===== src/rtl/mac_sequencer.sv =====
// Operand sequencer for a Q8.8 MAC: buffers A/B operands, streams len pairs into the
// MAC after a clear, issues the pipeline flush, then captures the dot product.
module mac_sequencer #(
    parameter int DEPTH = 16,
    parameter int AW    = 4
) (
    input  logic          clk_i,
    input  logic          rst_ni,
    input  logic          wr_en_i,
    input  logic [AW-1:0] wr_addr_i,
    input  logic [15:0]   wr_a_i,
    input  logic [15:0]   wr_b_i,
    input  logic          start_i,
    input  logic [AW:0]   len_i,
    output logic          busy_o,
    output logic          done_o,
    output logic [15:0]   result_o,
    output logic          mac_rst_o,
    output logic          mac_run_o,
    output logic [15:0]   mac_a_o,
    output logic [15:0]   mac_b_o,
    input  logic [15:0]   mac_y_i,
    output logic [2:0]    dbg_state_o,
    output logic [AW-1:0] dbg_idx_o
);

    typedef enum logic [2:0] {
        S_IDLE    = 3'd0,
        S_CLEAR   = 3'd1,
        S_STREAM  = 3'd2,
        S_FLUSH   = 3'd3,
        S_CAPTURE = 3'd4
    } state_e;

    localparam logic [AW:0]   LEN_MAX = DEPTH[AW:0];
    localparam logic [AW:0]   LEN_ONE = {{AW{1'b0}}, 1'b1};
    localparam logic [AW-1:0] IDX_ONE = {{(AW-1){1'b0}}, 1'b1};

    state_e        state_q, state_d;
    logic [AW-1:0] idx_q, idx_d;
    logic [AW:0]   len_q, len_d;
    logic          mac_rst_q, mac_rst_d;
    logic          mac_run_q, mac_run_d;
    logic [15:0]   mac_a_q, mac_a_d;
    logic [15:0]   mac_b_q, mac_b_d;
    logic          done_q, done_d;
    logic [15:0]   result_q, result_d;

    logic [15:0]   buf_a_q [DEPTH];
    logic [15:0]   buf_b_q [DEPTH];

    logic [AW:0]   len_clamped;
    logic [AW-1:0] idx_inc;
    logic          last_pair;

    assign len_clamped = (len_i > LEN_MAX) ? LEN_MAX : len_i;
    assign idx_inc     = idx_q + IDX_ONE;
    assign last_pair   = ({1'b0, idx_q} == (len_q - LEN_ONE));

    // Operand buffers are plain storage: written only in IDLE, never reset.
    always_ff @(posedge clk_i) begin
        if (wr_en_i && (state_q == S_IDLE)) begin
            buf_a_q[wr_addr_i] <= wr_a_i;
            buf_b_q[wr_addr_i] <= wr_b_i;
        end
    end

    // Outputs are registered from the next state, so each mac_* value is
    // presented during the cycle of the state that owns it.
    always_comb begin
        state_d   = state_q;
        idx_d     = idx_q;
        len_d     = len_q;
        mac_rst_d = 1'b1;
        mac_run_d = 1'b0;
        mac_a_d   = 16'h0000;
        mac_b_d   = 16'h0000;
        done_d    = 1'b0;
        result_d  = result_q;

        case (state_q)
            S_IDLE: begin
                if (start_i) begin
                    len_d     = len_clamped;
                    idx_d     = '0;
                    state_d   = S_CLEAR;
                    mac_rst_d = 1'b0;
                end
            end
            S_CLEAR: begin
                mac_run_d = 1'b1;
                if (len_q != '0) begin
                    state_d = S_STREAM;
                    mac_a_d = buf_a_q[{AW{1'b0}}];
                    mac_b_d = buf_b_q[{AW{1'b0}}];
                end else begin
                    state_d = S_FLUSH;
                end
            end
            S_STREAM: begin
                mac_run_d = 1'b1;
                if (last_pair) begin
                    state_d = S_FLUSH;
                end else begin
                    idx_d   = idx_inc;
                    mac_a_d = buf_a_q[idx_inc];
                    mac_b_d = buf_b_q[idx_inc];
                end
            end
            S_FLUSH: begin
                state_d = S_CAPTURE;
            end
            S_CAPTURE: begin
                state_d  = S_IDLE;
                done_d   = 1'b1;
                result_d = mac_y_i;
            end
            default: begin
                state_d = S_IDLE;
            end
        endcase
    end

    always_ff @(posedge clk_i or negedge rst_ni) begin
        if (!rst_ni) begin
            state_q   <= S_IDLE;
            idx_q     <= '0;
            len_q     <= '0;
            mac_rst_q <= 1'b0;
            mac_run_q <= 1'b0;
            mac_a_q   <= 16'h0000;
            mac_b_q   <= 16'h0000;
            done_q    <= 1'b0;
            result_q  <= 16'h0000;
        end else begin
            state_q   <= state_d;
            idx_q     <= idx_d;
            len_q     <= len_d;
            mac_rst_q <= mac_rst_d;
            mac_run_q <= mac_run_d;
            mac_a_q   <= mac_a_d;
            mac_b_q   <= mac_b_d;
            done_q    <= done_d;
            result_q  <= result_d;
        end
    end

    assign busy_o      = (state_q != S_IDLE);
    assign done_o      = done_q;
    assign result_o    = result_q;
    assign mac_rst_o   = mac_rst_q;
    assign mac_run_o   = mac_run_q;
    assign mac_a_o     = mac_a_q;
    assign mac_b_o     = mac_b_q;
    assign dbg_state_o = state_q;
    assign dbg_idx_o   = idx_q;

endmodule


===== config.mk =====
export PLATFORM = sky130hd
export DESIGN_NAME = mac_sequencer
export DESIGN_NICKNAME = d
export VERILOG_FILES = /design/src/rtl/mac_sequencer.sv
export SDC_FILE = /design/constraint.sdc
export NUM_CORES = 1
export LEC_CHECK = 0
export CAP_MARGIN = 10
export CORE_MARGIN = 2
export CORE_UTILIZATION = 55
export CTS_CLUSTER_SIZE = 12
export DETAILED_ROUTE_END_ITERATION = 10
export MAX_ROUTING_LAYER = met4
export PLACE_DENSITY = 0.79
export SLEW_MARGIN = 10
export SYNTH_ARGS = -nofsm -noshare
export SYNTH_HDL_FRONTEND = slang
export SYNTH_SLANG_ARGS = --single-unit

===== constraint.sdc =====
create_clock -name clk_i -period 4.9 [get_ports clk_i]
set_input_delay 0.98 -clock clk_i [delete_from_list [all_inputs] [get_ports clk_i]]
set_output_delay 0.98 -clock clk_i [all_outputs]
set_load 0.01 [all_outputs]

==> results of run 1 <==
## metal layers
metal	vias up	share of wire [%]	track usage, %
met2	447	51	38.2
met1	5508	39	29.9
met5	-	0	-
met3	85	6.6	3.76
met4	0	2.6	7.07
li1	4468	-	-
## through the flow
step	utilization, %	cell area (µm²)	instances	hold WS, ps	power [µW]
after global routing	64.6	25600	1729	518	14400
after global placement	60.4	23900	1625	478	9910
after detailed placement	60.4	23900	1625	484	9980
after CTS	64.6	25600	1729	502	13900
final	64.6	25600	1729	501	13800
after floorplan	-	22000	1016	463	8740
## synth_stat cells, types with 2 or more instances
master,number
a21oi_1,2
a32o_1,32
buf_1,2
buf_2,17
buf_6,11
clkbuf_1,21
dfrtp_1,63
edfxtp_1,512
ha_1,2
inv_1,4
mux2_2,17
mux2i_1,67
mux4_2,128
nand2_1,78
nand2b_1,8
nor2_1,15
nor3_1,5
o21ai_0,7
xnor2_1,5
xor2_1,5
## cell type report
class / count / share of cell area, %
timing repair buffer: 136 / 5.29
sequential: 575 / 66.2
clock inverter: 6 / 0.156
inverter: 4 / 0.0586
multi-input combinational: 385 / 19.3
tap: 525 / 2.57
clock buffer: 98 / 6.37
## registers in the layout (all words and copies together), names as in the netlist
signal,flops
mac_a_o,16
dbg_idx_o,4
dbg_state_o,3
buf_a_q,256
done_o,1
mac_b_o,16
mac_run_o,1
buf_b_q,256
len_q,5
mac_rst_o,1
result_o,16
## how the worst max path moves through the flow
stage                    endpoint  slack (ps)  cells past startpoint
CTS                    mac_a_o[0]        1700                      6
global placement    buf_b_q[4][2]        1510                      4
finish                     busy_o        1690                      3
floorplan           buf_a_q[0][0]         820                      2
global route        buf_b_q[8][0]        1560                      4
detailed placement  buf_a_q[8][3]        1410                      4
## power breakdown
group	internal [µW]	switching, µW	leakage, µW
combinational	2050	2000	0.00244
clock	2240	1700	0.000796
sequential	5640	196	0.00541
## cells by family after synthesis
family | after synthesis | share of synthesized area (%)
buf+inv | 56 | 1.44
fa+ha+maj | 2 | 0.114
xor+xnor | 10 | 0.397
mux | 212 | 17.0
compound gates | 44 | 1.78
flops | 575 | 76.9
simple gates | 117 | 2.35
==> results.cfg, run 1 <==
[outcome]
status = completed

[synth]
synthFlopType = edfxtp_1
synth.largest_area_cell = edfxtp_1
syn_area_per_cell_um2 = 21.7
synth_edf_count = 512
syn-cell-area_mm2 = 0.0220
synth_nets = 1079
async_reset_ff_share_pct = 11.0
synth.area.top_cells = edfxtp_1 (70%), mux4_2 (13%), dfrtp_1 (7.2%), mux2i_1 (3.0%), a32o_1 (1.5%)
syn_inst = 1016
yosysSeqAreaShare_pct = 76.9
synth.distinct_cells = 35
ys_seq_elements = 575
synth_warnings = 0
synth_top_cell_area_share_pct = 69.8

[worst_hold_path]
min_to = mac_b_o[4]
hp-class = reg -> reg
hold_start = buf_b_q[0][4]
holdPathStages = 1

[floorplan]
chipWidth_um = 204
coreArea_mm2 = 0.0396
ios = 120
initial_utilization_pct = 55.6
dieArea_mm2 = 0.0417
fp-row-count = 73
die_h_um = 204

[worst_setup_path]
rr_worst_depth = 6
crit_type = reg -> out
crit_buf_inv = 2
cp_slowest_cell = nor3_1
cp.required_ps = 3920
critical-path-top-delay-family = buffers and inverters
worstReg2RegStart = dbg_idx_o[0]
worstSetupStartpointType = flop
critPathMaxStageDelay_ps = 580
endpoint_kind = output port
critical_path.reg2reg.endpoint = mac_a_o[0]
crit_start = dbg_state_o[1]
worst-path-max-fanout = 8
crit_chain = nor3_1, inv_1, clkdlybuf4s50_1
arrival_ps = 2230
regToRegSetupSlack_ps = 1700

[pwr]
vdd_ir_drop_max_mv = 0.500
cellLeakagePower_uw = 0.00864
cellPowerDensity_mw_per_mm2 = 540

[cells_and_area]
drive_gt1_share_pct = 20.9
seqCellArea_mm2 = 0.0170
layout.nets = 1221
antenna_cells = 0
final.fill_count = 2511
multi_input_area_mm2 = 0.00495
area_delta_synth_final_pct = 16.2
mostFrequentLayoutCells = edfxtp_1 (512), mux4_2 (128), clkdlybuf4s50_1 (118)
final_common_cell = edfxtp_1

[clock_network]
cts_setup_buffers = 0
clkSinkCount = 575
cts_buffers = 56
clk_pin_slew_worst_paths_ps = 60
clock_tree.root_cell = clkbuf_16
clock_path_buffers = 3
cts_tree = yes
h-tree-depth = 2
cts.repair.resized = 0
cts_hold_buf = 0
clock_latency_ps = 590

[detailed_routing]
antenna_left = 0
drt_wl_total_um = 45200
drt_iter0_drc = 1008
first_pass_iters = 5
vias = 10500
wire_per_inst_um = 26.1
drc = 0
avgViaCountPerCell = 6.08

[sta]
min_period_ps = 3210
slew_viol_final = 0
worst_slew_pin_slew_ps = 1220
hold_violations = 0
skew_ps = 24.6
finalCritPeriodShare_pct = 65.4
slew_headroom_pct = 18.4
rsz0062_at_grt = false
timing.final.ws_setup_ps = 1690
tns_ps = 0
fmax_mhz = 312
setup_viol = 0

[placement]
dp_hpwl_um = 24100
pre_cts_slack_ps = 1410
place.gp.congestion = 0.726
port_buffers = 119

[grt]
grt_pass1_wl_um = 69000
track_usage_pct = 23.1
grt_overflow = 0
grt_max_degree = 111
antenna_found_initial = 0
grt_pass1_vias = 11200

[job]
drv_cap = 0
Power figures use the tool's default switching activity.
==> inputs of run 2 (changes only) <==
--- a/config.mk
+++ b/config.mk
@@ -7,11 +7,11 @@
 export LEC_CHECK = 0
 export CAP_MARGIN = 10
 export CORE_MARGIN = 2
-export CORE_UTILIZATION = 55
+export CORE_UTILIZATION = 54
 export CTS_CLUSTER_SIZE = 12
 export DETAILED_ROUTE_END_ITERATION = 10
 export MAX_ROUTING_LAYER = met4
-export PLACE_DENSITY = 0.79
+export PLACE_DENSITY = 0.81
 export SLEW_MARGIN = 10
 export SYNTH_ARGS = -nofsm -noshare
 export SYNTH_HDL_FRONTEND = slang
==> constraint.sdc (replaced) <==
create_clock -name clk_i -period 2.6 [get_ports clk_i]
set_input_delay 0.52 -clock clk_i [delete_from_list [all_inputs] [get_ports clk_i]]
set_output_delay 0.52 -clock clk_i [all_outputs]
set_load 0.01 [all_outputs]
==> results.cfg, run 2 (same netlist as run 1, synthesis figures left out) <==
[detailed_routing]
dr_wl_met2_um = 25400
vias = 11000
antenna_left = 0
drt_wl_total_um = 48600
drc = 0
wire_per_inst_um = 27.2
wl_met3_um = 3860
first_pass_iters = 7
highest_layer = met4
avgViaCountPerCell = 6.14
wl_met1_um = 18000
drt_iter0_drc = 1226

[clock_network]
h-tree-depth = 2
cts_buffers = 55
clock_path_buffers = 3
clkSinkCount = 575
clk_pin_slew_worst_paths_ps = 60
clock_tree.root_cell = clkbuf_16
cts_tree = yes
cts_hold_buf = 0
cts_setup_buffers = 0
clock_latency_ps = 590
cts.repair.resized = 0

[cells_and_area]
area_delta_synth_final_pct = 19.3
multi_input_area_mm2 = 0.00498
final_common_cell = edfxtp_1
seqCellArea_mm2 = 0.0170
mostFrequentLayoutCells = edfxtp_1 (512), mux4_2 (128), clkdlybuf4s50_1 (118)
drive_gt1_share_pct = 24.0
reg.largest.list = buf_a_q x256, buf_b_q x256
final.fill_count = 2511
layout.nets = 1266

[worst_setup_path]
cp.required_ps = 2080
worstSetupStartpointType = flop
endpoint_kind = output port
worst-path-max-fanout = 34
arrival_ps = 1970
crit_chain = buf_12, clkdlybuf4s50_1
crit_type = reg -> out
cp_slowest_cell = clkdlybuf4s50_1
critPathMaxStageDelay_ps = 590

[outcome]
status = completed

[grt]
antenna_found_initial = 3
grt_max_degree = 59
track_usage_pct = 24.3
grt_overflow = 0
grt_pass1_wl_um = 72600
grt_pass1_vias = 11600

[sta]
rsz0062_at_grt = false
slew_viol_final = 0
worst_slew_pin_slew_ps = 886
skew_ps = 11.8
slew_headroom_pct = 40.9
hold_violations = 0
tns_ps = 0
finalCritPeriodShare_pct = 95.8
min_period_ps = 2490
setup_viol = 0
fmax_mhz = 402
holdWs_ps = 60.1

[floorplan]
fp-row-count = 74
chipWidth_um = 206
coreArea_mm2 = 0.0406
ios = 120
dieArea_mm2 = 0.0424
die_h_um = 206
initial_utilization_pct = 54.3

[pwr]
cellLeakagePower_uw = 0.00898
cellPowerDensity_mw_per_mm2 = 1020
vdd_ir_drop_max_mv = 0.874
power.total_uw = 26700

[placement]
port_buffers = 119
place.gp.congestion = 0.759
dp_hpwl_um = 26900

[job]
drv_cap = 0

[worst_hold_path]
hp-class = in -> async
## run 2: power by group
part	internal (µW)	switching, µW	total [µW]
clock	4320	3220	7530
sequential	10600	301	10900
combinational	4220	4030	8250
## run 2: final timing paths
kind                          startpoint      endpoint  slack, ps  cells past startpoint
setup / recovery            dbg_idx_o[0]  dbg_idx_o[0]        110                      2
hold / removal                    rst_ni      len_q[3]         60                      1
setup reg to reg                len_q[1]   mac_a_o[10]        130                      7
hold reg to reg            buf_b_q[0][7]    mac_b_o[7]        510                      1
max in group asynchronous         rst_ni  dbg_idx_o[0]       1900                      1
min in group clk_i         buf_b_q[0][7]    mac_b_o[7]        510                      1
## run 2: cell type report
type	instances	share of cell area, %
Antenna cell	3	0.0286
Clock buffer	98	6.05
Clock inverter	6	0.362
Inverter	4	0.0571
Multi-Input combinational cell	385	19.0
Sequential cell	575	64.5
Tap cell	532	2.53
Timing Repair Buffer	182	7.51
## run 2: critical path: cells and delay by family, from the launching register on
family	cells	cell delay, ps
buffers and inverters	2	880
DFF	1	510
## run 2: routing by layer
| layer | GRT usage, % | vias up |
|---|---|---|
| met5 | - | - |
| met4 | 8.52 | 0 |
| met3 | 4.08 | 103 |
| met2 | 40.8 | 574 |
| met1 | 30.1 | 5720 |
| li1 | - | 4558 |
## run 2: metrics by stage
| step | area (µm²) | utilization (%) | std cells | worst slack [ps] |
|---|---|---|---|---|
| 2_1_floorplan | 22100 | - | 1016 | -254 |
| 3_3_place_gp | 24600 | 60.6 | 1678 | 159 |
| 3_5_place_dp | 24600 | 60.6 | 1678 | 105 |
| 4_1_cts | 26300 | 64.8 | 1782 | 0.374 |
| 5_1_grt | 26300 | 64.8 | 1785 | 21.3 |
| 6_report | 26300 | 64.8 | 1785 | 110 |
==> inputs of run 3 (changes only) <==
--- a/config.mk
+++ b/config.mk
@@ -6,12 +6,14 @@
 export NUM_CORES = 1
 export LEC_CHECK = 0
 export CAP_MARGIN = 10
+export CELL_PAD_IN_SITES_DETAIL_PLACEMENT = 0
+export CELL_PAD_IN_SITES_GLOBAL_PLACEMENT = 1
 export CORE_MARGIN = 2
-export CORE_UTILIZATION = 54
+export CORE_UTILIZATION = 47
 export CTS_CLUSTER_SIZE = 12
 export DETAILED_ROUTE_END_ITERATION = 10
 export MAX_ROUTING_LAYER = met4
-export PLACE_DENSITY = 0.81
+export PLACE_DENSITY = 0.8
 export SLEW_MARGIN = 10
 export SYNTH_ARGS = -nofsm -noshare
 export SYNTH_HDL_FRONTEND = slang
==> results.cfg, run 3 (same netlist as run 1, synthesis figures left out) <==
[outcome]
status = completed

[floorplan]
dieArea_mm2 = 0.0486
initial_utilization_pct = 47.4
die_h_um = 221
chipWidth_um = 221
fp-row-count = 79
ios = 120
coreArea_mm2 = 0.0465

[cells_and_area]
multi_input_area_mm2 = 0.00498
final.fill_count = 3423
seqCellArea_mm2 = 0.0170
area_delta_synth_final_pct = 20.0
mostFrequentLayoutCells = edfxtp_1 (512), mux4_2 (128), clkdlybuf4s50_1 (118)
layout.nets = 1260
drive_gt1_share_pct = 23.8
final_common_cell = edfxtp_1
reg.largest.list = buf_a_q x256, buf_b_q x256
final_cell_area_mm2 = 0.0264
antenna_cells = 0

[pwr]
cellPowerDensity_mw_per_mm2 = 1010
cellLeakagePower_uw = 0.00898
vdd_ir_drop_max_mv = 0.918
power.total_uw = 26700

[sta]
min_period_ps = 2320
setup_viol = 0
fmax_mhz = 431
finalCritPeriodShare_pct = 89.3
skew_ps = 26.2
holdWs_ps = 21.8
slew_viol_final = 0
worst_slew_pin_slew_ps = 821
rsz0062_at_grt = false
slew_headroom_pct = 45.3
hold_violations = 0

[worst_setup_path]
crit_chain = nor3_2, inv_1, clkdlybuf4s50_1
regToRegSetupSlack_ps = 280
rr_worst_depth = 6
cp_slowest_cell = clkdlybuf4s50_1
worstSetupStartpointType = flop
arrival_ps = 1800
cp.required_ps = 2080
critical_path.reg2reg.endpoint = mac_a_o[14]
endpoint_kind = output port
worst-path-max-fanout = 2
crit_type = reg -> out
worstReg2RegStart = dbg_idx_o[0]
critPathMaxStageDelay_ps = 480

[clock_network]
cts_setup_buffers = 0
clock_latency_ps = 620
cts_tree = yes
clock_path_buffers = 3
cts_hold_buf = 0
h-tree-depth = 2
cts.repair.resized = 0
clk_pin_slew_worst_paths_ps = 60
clkSinkCount = 575
cts_buffers = 58
clock_tree.root_cell = clkbuf_16

[detailed_routing]
vias = 10700
dr_wl_met2_um = 23500
antenna_left = 0
drc = 0
wire_per_inst_um = 24.9
drt_wl_total_um = 46100
wl_met1_um = 18600
drt_iter0_drc = 1062
avgViaCountPerCell = 5.76
highest_layer = met4
wl_met3_um = 3050
first_pass_iters = 5

[placement]
port_buffers = 119
dp_hpwl_um = 25600
place_area_mm2 = 0.0247
place.gp.congestion = 0.736

[grt]
grt_overflow = 0
grt_max_degree = 52
grt_pass1_wl_um = 70200
antenna_found_initial = 0
grt_pass1_vias = 11300
track_usage_pct = 20.3

[worst_hold_path]
hp-class = in -> async

[job]
drv_cap = 0
-- run 3: cell types whose count changed in the layout (fill, tap and decap cells not counted), moves of 2 or more --
cell and change:
buf_12 +4, buf_4 -13, clkbuf_1 -9, clkbuf_16 +2
clkbuf_8 +2, clkinv_1 +6, diode_2 -3
-- run 3: through the flow --
stage          worst slack, ps  cells  utilization, %  TNS (ps)
4_1_cts                    229   1851            56.9         0
5_1_grt                    130   1851            56.9         0
2_1_floorplan             -254   1016               -    -65040
6_report                   279   1851            56.9         0
3_3_place_gp               226   1744            53.1         0
3_5_place_dp               220   1744            53.1         0
-- run 3: worst max-delay path, delay by kind of cell, from the launching register on --
family                 cells  cell delay [ps]
buffers and inverters      2              550
DFF                        1              400
and+or+nand+nor            1              260
-- run 3: final cells by class --
class	instances	share of cell area [%]
multi-input cells	385	18.8
inverters	4	0.0568
clock inverters	14	0.521
well taps	607	2.87
clock buffers	93	6.18
repair buffers	173	7.40
flip-flops and latches	575	64.1
-- run 3: worst max path at each step --
stage                         startpoint             end  slack [ps]  depth (start not counted)
after global routing        dbg_idx_o[0]     mac_b_o[15]         130                          6
after detailed placement         wr_en_i  buf_b_q[12][2]         220                          6
after global placement           wr_en_i  buf_b_q[12][2]         230                          6
after floorplan           dbg_state_o[1]   buf_a_q[6][0]        -250                          5
final                     dbg_state_o[1]          busy_o         280                          3
after CTS                 dbg_state_o[1]          busy_o         230                          3
-- run 3: metal layers --
layer	GRT usage, %	vias up
met5	-	-
met4	5.53	0
met3	3.05	65
met2	33.6	388
met1	26.5	5663
li1	-	4554
-- run 3: power by group --
part / switching (µW) / internal (µW)
combinational: 3860 / 4140
clock: 3320 / 4480
sequential: 280 / 10600
total: 7450 / 19300
